## src/rtl/filt_sched_if.sv

```systemverilog
// filt_sched_if: groups the sample input, filter control, result output and status signals of filt_sched.
// Latency: none, wiring only.
// Backpressure: s_valid/s_ready on the sample side, m_valid/m_ready on the result side.
interface filt_sched_if #(
  parameter int DW = 16
);
  logic          s_valid;
  logic [DW-1:0] s_data;
  logic          s_ready;
  logic [1:0]    sel_req;
  logic [1:0]    sel_cur;
  logic          filt_start;
  logic [DW-1:0] filt_val;
  logic          filt_done;
  logic [DW-1:0] filt_result;
  logic          filt_rst;
  logic          m_valid;
  logic [DW-1:0] m_data;
  logic          m_ready;
  logic          clr;
  logic          overflow;
  logic          err_timeout;

  // Environment side: sample source, filters datapath and result consumer.
  modport master (
    output s_valid, s_data, sel_req, filt_done, filt_result, m_ready, clr,
    input  s_ready, sel_cur, filt_start, filt_val, filt_rst, m_valid, m_data,
           overflow, err_timeout
  );

  // Scheduler side.
  modport slave (
    input  s_valid, s_data, sel_req, filt_done, filt_result, m_ready, clr,
    output s_ready, sel_cur, filt_start, filt_val, filt_rst, m_valid, m_data,
           overflow, err_timeout
  );
endinterface

```

## src/rtl/filt_sched.sv

```systemverilog
// filt_sched: buffers ADC samples in a small FIFO and runs the filters once per sample (macro FILT_SCHED_STATS_EN adds counters).
// Latency: push to filt_start >= 2 cycles; filt_start to m_valid = 2 cycles in bypass, filter latency + 1 otherwise.
// Backpressure: no run starts while m_valid & ~m_ready; samples queue in the FIFO, a push while full is dropped and flagged.
module filt_sched #(
  parameter int DW      = 16,
  parameter int FIFO_AW = 2,
  parameter int TIMEOUT = 256,
  parameter int RST_CYC = 4
) (
  input  logic        clk,
  input  logic        rst,
  filt_sched_if.slave bus
`ifdef FILT_SCHED_STATS_EN
  ,
  output logic [31:0] stat_runs,
  output logic [15:0] stat_drops
`endif
);
  localparam int DEPTH = 1 << FIFO_AW;
  localparam int CW    = FIFO_AW + 1;
  localparam int TW    = $clog2(TIMEOUT);
  localparam int RW    = $clog2(RST_CYC + 1);
  localparam logic [TW-1:0] TMAX  = TW'(TIMEOUT - 1);
  localparam logic [RW-1:0] RMAX  = RW'(RST_CYC - 1);
  localparam logic [CW-1:0] CFULL = CW'(DEPTH);

  typedef enum logic [1:0] {ST_IDLE, ST_START, ST_WAIT, ST_FLUSH} state_t;

  state_t             r_state;
  state_t             w_state_nxt;
  logic [DW-1:0]      r_mem [DEPTH];
  logic [FIFO_AW-1:0] r_wptr;
  logic [FIFO_AW-1:0] r_rptr;
  logic [CW-1:0]      r_count;
  logic               r_rdy_en;
  logic [TW-1:0]      r_tcnt;
  logic [RW-1:0]      r_rcnt;
  logic [1:0]         r_sel_cur;
  logic [DW-1:0]      r_filt_val;
  logic               r_m_valid;
  logic [DW-1:0]      r_m_data;
  logic               r_overflow;
  logic               r_err_timeout;

  logic w_full;
  logic w_empty;
  logic w_out_free;
  logic w_pop;
  logic w_push_ok;
  logic w_push;
  logic w_drop;
  logic w_cap;
  logic w_abort;

  assign w_full     = (r_count == CFULL);
  assign w_empty    = (r_count == '0);
  assign w_out_free = ~r_m_valid | bus.m_ready;
  // A pop in the same cycle frees a slot, so a full FIFO may still take the push.
  assign w_push_ok  = r_rdy_en & (~w_full | w_pop);
  assign w_push     = bus.s_valid & w_push_ok;
  assign w_drop     = bus.s_valid & ~w_push_ok;

  // State register.
  always_ff @(posedge clk or negedge rst) begin
    if (!rst) r_state <= ST_IDLE;
    else      r_state <= w_state_nxt;
  end

  // Next state and per-cycle FSM strobes; filt_done only matters in WAIT.
  always_comb begin
    w_state_nxt = r_state;
    w_pop       = 1'b0;
    w_cap       = 1'b0;
    w_abort     = 1'b0;
    case (r_state)
      ST_IDLE: begin
        if (!w_empty && w_out_free) begin
          w_pop       = 1'b1;
          w_state_nxt = ST_START;
        end
      end
      ST_START: w_state_nxt = ST_WAIT;
      ST_WAIT: begin
        if (bus.filt_done) begin
          w_cap       = 1'b1;
          w_state_nxt = ST_IDLE;
        end else if (r_tcnt == TMAX) begin
          w_abort     = 1'b1;
          w_state_nxt = ST_FLUSH;
        end
      end
      ST_FLUSH: begin
        if (r_rcnt == RMAX) w_state_nxt = ST_IDLE;
      end
      default: w_state_nxt = ST_IDLE;
    endcase
  end

  // FIFO storage; contents need no reset because the count gates every read.
  always_ff @(posedge clk) begin
    if (w_push) r_mem[r_wptr] <= bus.s_data;
  end

  // FIFO pointers and occupancy; s_ready is held off until the first clock after reset release.
  always_ff @(posedge clk or negedge rst) begin
    if (!rst) begin
      r_wptr   <= '0;
      r_rptr   <= '0;
      r_count  <= '0;
      r_rdy_en <= 1'b0;
    end else begin
      r_rdy_en <= 1'b1;
      if (w_push) r_wptr <= r_wptr + 1'b1;
      if (w_pop)  r_rptr <= r_rptr + 1'b1;
      case ({w_push, w_pop})
        2'b10:   r_count <= r_count + 1'b1;
        2'b01:   r_count <= r_count - 1'b1;
        default: r_count <= r_count;
      endcase
    end
  end

  // Run setup: latch the select and the sample together so both stay fixed for the whole run.
  always_ff @(posedge clk or negedge rst) begin
    if (!rst) begin
      r_sel_cur  <= 2'b00;
      r_filt_val <= '0;
    end else if (w_pop) begin
      r_sel_cur  <= bus.sel_req;
      r_filt_val <= r_mem[r_rptr];
    end
  end

  // Timeout counter restarts in START; flush counter restarts on abort.
  always_ff @(posedge clk or negedge rst) begin
    if (!rst) begin
      r_tcnt <= '0;
      r_rcnt <= '0;
    end else begin
      if (r_state == ST_START)     r_tcnt <= '0;
      else if (r_state == ST_WAIT) r_tcnt <= r_tcnt + 1'b1;
      if (w_abort)                  r_rcnt <= '0;
      else if (r_state == ST_FLUSH) r_rcnt <= r_rcnt + 1'b1;
    end
  end

  // Result register: capture on done, release on m_ready, otherwise hold.
  always_ff @(posedge clk or negedge rst) begin
    if (!rst) begin
      r_m_valid <= 1'b0;
      r_m_data  <= '0;
    end else if (w_cap) begin
      r_m_valid <= 1'b1;
      r_m_data  <= bus.filt_result;
    end else if (bus.m_ready) begin
      r_m_valid <= 1'b0;
    end
  end

  // Sticky error flags; a set in the same cycle as clr takes priority.
  always_ff @(posedge clk or negedge rst) begin
    if (!rst) begin
      r_overflow    <= 1'b0;
      r_err_timeout <= 1'b0;
    end else begin
      if (w_drop)       r_overflow <= 1'b1;
      else if (bus.clr) r_overflow <= 1'b0;
      if (w_abort)      r_err_timeout <= 1'b1;
      else if (bus.clr) r_err_timeout <= 1'b0;
    end
  end

`ifdef FILT_SCHED_STATS_EN
  logic [31:0] r_stat_runs;
  logic [15:0] r_stat_drops;

  // Saturating run and drop counters, zeroed by clr.
  always_ff @(posedge clk or negedge rst) begin
    if (!rst) begin
      r_stat_runs  <= '0;
      r_stat_drops <= '0;
    end else if (bus.clr) begin
      r_stat_runs  <= '0;
      r_stat_drops <= '0;
    end else begin
      if (w_cap && (r_stat_runs != '1))   r_stat_runs  <= r_stat_runs + 1'b1;
      if (w_drop && (r_stat_drops != '1)) r_stat_drops <= r_stat_drops + 1'b1;
    end
  end

  assign stat_runs  = r_stat_runs;
  assign stat_drops = r_stat_drops;
`endif

  assign bus.s_ready     = r_rdy_en & ~w_full;
  assign bus.sel_cur     = r_sel_cur;
  assign bus.filt_start  = (r_state == ST_START);
  assign bus.filt_val    = r_filt_val;
  assign bus.filt_rst    = (r_state == ST_FLUSH);
  assign bus.m_valid     = r_m_valid;
  assign bus.m_data      = r_m_data;
  assign bus.overflow    = r_overflow;
  assign bus.err_timeout = r_err_timeout;
endmodule
```

## src/flat_wrapper.sv

```systemverilog
// flat-port wrapper written by rule: the top's interface ports become plain ports
module filt_sched_flat 
#(
  parameter int DW      = 16,
  parameter int FIFO_AW = 2,
  parameter int TIMEOUT = 256,
  parameter int RST_CYC = 4
)
  (clk, rst, bus_s_valid, bus_s_data, bus_sel_req, bus_filt_done, bus_filt_result, bus_m_ready, bus_clr, bus_s_ready, bus_sel_cur, bus_filt_start, bus_filt_val, bus_filt_rst, bus_m_valid, bus_m_data, bus_overflow, bus_err_timeout);
  filt_sched_if #(.DW(DW)) bus_i ();
  input  logic clk;
  input  logic rst;
  input wire logic [$bits(bus_i.s_valid)-1:0] bus_s_valid;
  input wire logic [$bits(bus_i.s_data)-1:0] bus_s_data;
  input wire logic [$bits(bus_i.sel_req)-1:0] bus_sel_req;
  input wire logic [$bits(bus_i.filt_done)-1:0] bus_filt_done;
  input wire logic [$bits(bus_i.filt_result)-1:0] bus_filt_result;
  input wire logic [$bits(bus_i.m_ready)-1:0] bus_m_ready;
  input wire logic [$bits(bus_i.clr)-1:0] bus_clr;
  output wire logic [$bits(bus_i.s_ready)-1:0] bus_s_ready;
  output wire logic [$bits(bus_i.sel_cur)-1:0] bus_sel_cur;
  output wire logic [$bits(bus_i.filt_start)-1:0] bus_filt_start;
  output wire logic [$bits(bus_i.filt_val)-1:0] bus_filt_val;
  output wire logic [$bits(bus_i.filt_rst)-1:0] bus_filt_rst;
  output wire logic [$bits(bus_i.m_valid)-1:0] bus_m_valid;
  output wire logic [$bits(bus_i.m_data)-1:0] bus_m_data;
  output wire logic [$bits(bus_i.overflow)-1:0] bus_overflow;
  output wire logic [$bits(bus_i.err_timeout)-1:0] bus_err_timeout;
  assign bus_i.s_valid = bus_s_valid;
  assign bus_i.s_data = bus_s_data;
  assign bus_i.sel_req = bus_sel_req;
  assign bus_i.filt_done = bus_filt_done;
  assign bus_i.filt_result = bus_filt_result;
  assign bus_i.m_ready = bus_m_ready;
  assign bus_i.clr = bus_clr;
  assign bus_s_ready = bus_i.s_ready;
  assign bus_sel_cur = bus_i.sel_cur;
  assign bus_filt_start = bus_i.filt_start;
  assign bus_filt_val = bus_i.filt_val;
  assign bus_filt_rst = bus_i.filt_rst;
  assign bus_m_valid = bus_i.m_valid;
  assign bus_m_data = bus_i.m_data;
  assign bus_overflow = bus_i.overflow;
  assign bus_err_timeout = bus_i.err_timeout;
  filt_sched #(.DW(DW), .FIFO_AW(FIFO_AW), .TIMEOUT(TIMEOUT), .RST_CYC(RST_CYC)) u_core (.clk(clk), .rst(rst), .bus(bus_i));
endmodule
```

## config.mk

```make
export PLATFORM = sky130hd
export DESIGN_NAME = filt_sched_flat
export DESIGN_NICKNAME = d
export VERILOG_FILES = /design/src/rtl/filt_sched_if.sv /design/src/rtl/filt_sched.sv /design/src/flat_wrapper.sv
export SDC_FILE = /design/constraint.sdc
export NUM_CORES = 1
export LEC_CHECK = 0
export CELL_PAD_IN_SITES_DETAIL_PLACEMENT = 0
export CELL_PAD_IN_SITES_GLOBAL_PLACEMENT = 1
export CORE_MARGIN = 8
export CORE_UTILIZATION = 43
export DETAILED_ROUTE_END_ITERATION = 12
export PLACE_DENSITY = 0.83
export SYNTH_ARGS = -nofsm -noshare
export SYNTH_HDL_FRONTEND = slang
export SYNTH_SLANG_ARGS = --single-unit
```

## constraint.sdc

```tcl
create_clock -name clk -period 4.21 [get_ports clk]
set_input_delay 0.421 -clock clk [delete_from_list [all_inputs] [get_ports clk]]
set_output_delay 0.421 -clock clk [all_outputs]
set_load 0.02 [all_outputs]
```

==> results.cfg <==
[detailed_routing]
wl_per_cell_um = 17.05
via_per_inst = 5.013
dr.first_iter.drc_count = 148
ant_nets = 0
wl_mm = 9.088
first_pass_iters = 4
drc_errors = 0
vias = 2672

[die]
die_w_um = 123.1
core_um2 = 11320
die_area_um2 = 15140
start_util = 0.4353
num_rows = 39
io_pins = 80
dieHeight_um = 123.1

[clock_network]
worstSkewPairLatency_ns = 0.41
clk_path_buf_depth = 2
post-cts-setup-buffers = 0
root_buffer = clkbuf_16
cts_tree = done
clkTransAtPathRegs_ns = 0.06
cts.sinks = 122
ctsResizeCount = 0
ctsHoldBuffers = 0
cts_buffers = 17
htreeDepth = 4

[setup_path]
crit_start = u_core.r_state[0]$_DFFE_PN0P_
path_cells = inv_1 > ha_1 > a2111oi_4 > nor2_1 > inv_1 > ha_1 > inv_1 > fa_1 > xor2_1 > nor2_1 > xnor2_1
path_max_fanout = 7
crit_path_end_kind = flip-flop
path_buf_inv = 3
path_delay_family = adder cells
crit_type = reg2reg
crit_top_cell = inv_1
crit_arrival_ns = 2.74
cp.required_ns = 4.54
r2r_start = u_core.r_state[0]$_DFFE_PN0P_
max_stage_delay_ns = 0.39
cp_slowest_cell = dfrtp_1
start_kind = flip-flop

[layout]
ff_latch_area_um2 = 3373
fill_cells = 900
area_growth_pct = 31.12
fin_area_um2 = 6462
stdcell_count = 533
multi_input_area_um2 = 1430
num-nets-final = 431
drive_gt1_frac = 0.2128
n_antenna_cell = 0

[global_route]
grt_usage = 0.1292
grt_antenna_before_repair = 0
grt_pass1_vias = 2863
grt-ovfl-total = 0
grt_pass1_wl_mm = 14.44
grt_max_degree = 59

[timing]
skew_ns = 0.008934
final-max-slew-violation-count = 0
slew_headroom = 0.3125
setup_viol = 0
worst_pin_slew_ns = 1.031
fin_crit_sh = 0.5717
hold_slack_ns = 0.1705
hold_viol_final = 0
max_clock_freq_mhz = 415.5
setup_tns_ns = 0
worst_slack_ns = 1.803
period_minus_slack_ns = 2.407
rsz0062_at_grt = false

[synthesis]
netlist_instances = 285
yosys-top-cells-count = 64 x edfxtp_1, 58 x dfrtp_1, 35 x mux2_2
synth_top_area_frac = 0.3899
yosysUniqueCellTypes = 37
synth_edf_count = 64
avgSynthCellArea_um2 = 17.29
synth-main-ff-cell = edfxtp_1
synth_top_area_cell = edfxtp_1
syn_area_um2 = 4928
synthTopCellsByArea = edfxtp_1 39%, dfrtp_1 29%, mux2_2 8.0%
async_flop_share = 0.4754
syn_nets = 339
yosys_warnings = 0
yosysMostFrequentCell = edfxtp_1
ys_seq_area_frac = 0.6844
ys_ff_latch = 122

[power]
p_per_area_nw_per_um2 = 776.0
p_leak_uw = 0.002507
irDropWorstVdd_v = 0.0004266

[placed_design]
gp_congestion = 0.7117
post-place-ws_ns = 1.484
placed_area_um2 = 5847
place_hpwl_mm = 5.953
placed_cells = 501
place.port_buffers = 79

[job]
max_cap_viol_count = 0

[min_path]
hp-class = in2async

[run_status]
status = finished clean
[sequential cells by signal, indices dropped and copies added, names as in the netlist]
signal	count
u_core.bus.err_timeout	1
u_core.bus.filt_val	16
u_core.bus.m_data	16
u_core.bus.m_valid	1
u_core.bus.overflow	1
u_core.bus.sel_cur	2
u_core.r_count	3
u_core.r_mem	64
u_core.r_rcnt	3
u_core.r_rdy_en	1
u_core.r_rptr	2
u_core.r_state	2
u_core.r_tcnt	8
u_core.r_wptr	2
[where the power goes]
group          total [µW]  switching [µW]  internal, µW
logic                1670             777           897
clock network        1490             546           942
registers            1850             251          1600
[cell usage in the layout (no fill, tap or decap), types with 2 or more instances in the layout]
master	instances
mux4_1	5
clkinv_4	3
a41oi_1	2
mux2i_1	3
and2_1	4
edfxtp_1	64
nor3_1	4
nand3_1	5
ha_1	13
a21oi_1	3
o21ai_0	8
bufinv_16	3
mux2_2	35
mux4_2	11
nand2b_1	4
clkinvlp_4	3
clkbuf_16	17
buf_4	2
a31oi_1	2
nand3b_1	2
inv_6	4
inv_1	17
clkdlybuf4s50_1	78
dfrtp_1	58
nand2_1	6
nor2_1	9
xor2_1	2
xnor2_1	7
[cells by family (layout without fill, tap and decap cells)]
logic type,Yosys count,in the layout,share of synthesized area
buf+inv,25,130,0.02539
fa+ha+maj,14,14,0.03707
simple gates,37,37,0.03909
other cells,1,1,0.0007609
mux,54,54,0.1630
compound gates,23,23,0.03428
flops,122,122,0.6844
xor+xnor,9,9,0.01599
[worst register-to-register path, cell delays in order (launching register included)]
cell and delay [ns]:
dfrtp_1 0.39, inv_1 0.11, ha_1 0.26, a2111oi_4 0.32, nor2_1 0.18, inv_1 0.09
ha_1 0.18, inv_1 0.06, fa_1 0.37, xor2_1 0.15, nor2_1 0.11, xnor2_1 0.12
[routing by layer]
| metal | vias to the layer above | track usage | share of wire |
|---|---|---|---|
| met3 | 17 | 0.05297 | 0.069 |
| met1 | 1326 | 0.1527 | 0.43 |
| met2 | 85 | 0.2018 | 0.48 |
| met4 | 0 | 0.06321 | 0.019 |
| met5 | - | 0 | 0 |
| li1 | 1244 | - | - |
[stage by stage]
stage,utilization,total power (µW)
after detailed placement,0.5165,3583
after floorplan,-,2952
after global routing,0.5708,5297
after CTS,0.5708,5110
after global placement,0.5165,3539
final,0.5708,5015
[area by class of cell]
cell class                 instances  share of cell area
sequential                       122              0.5220
multi-input combinational        138              0.2213
timing repair buffer              81              0.1239
clock buffer                      17             0.06583
clock inverter                    15             0.02943
tap                              143             0.02769
inverter                          17            0.009874
[final timing paths]
check,to,slack [ns],cells after the start
max,u_core.r_count[2]$_DFFE_PN0P_,1.80,11
min,u_core.r_tcnt[0]$_DFFE_PN0P_,0.17,2
max reg2reg,u_core.r_count[2]$_DFFE_PN0P_,1.80,11
min reg2reg,u_core.bus.err_timeout$_DFFE_PN0P_,0.48,1
max in group asynchronous,u_core.bus.m_data[13]$_DFFE_PN0P_,3.56,2
min in group clk,u_core.bus.err_timeout$_DFFE_PN0P_,0.48,1
No activity file was read; power rests on OpenSTA's default activity.
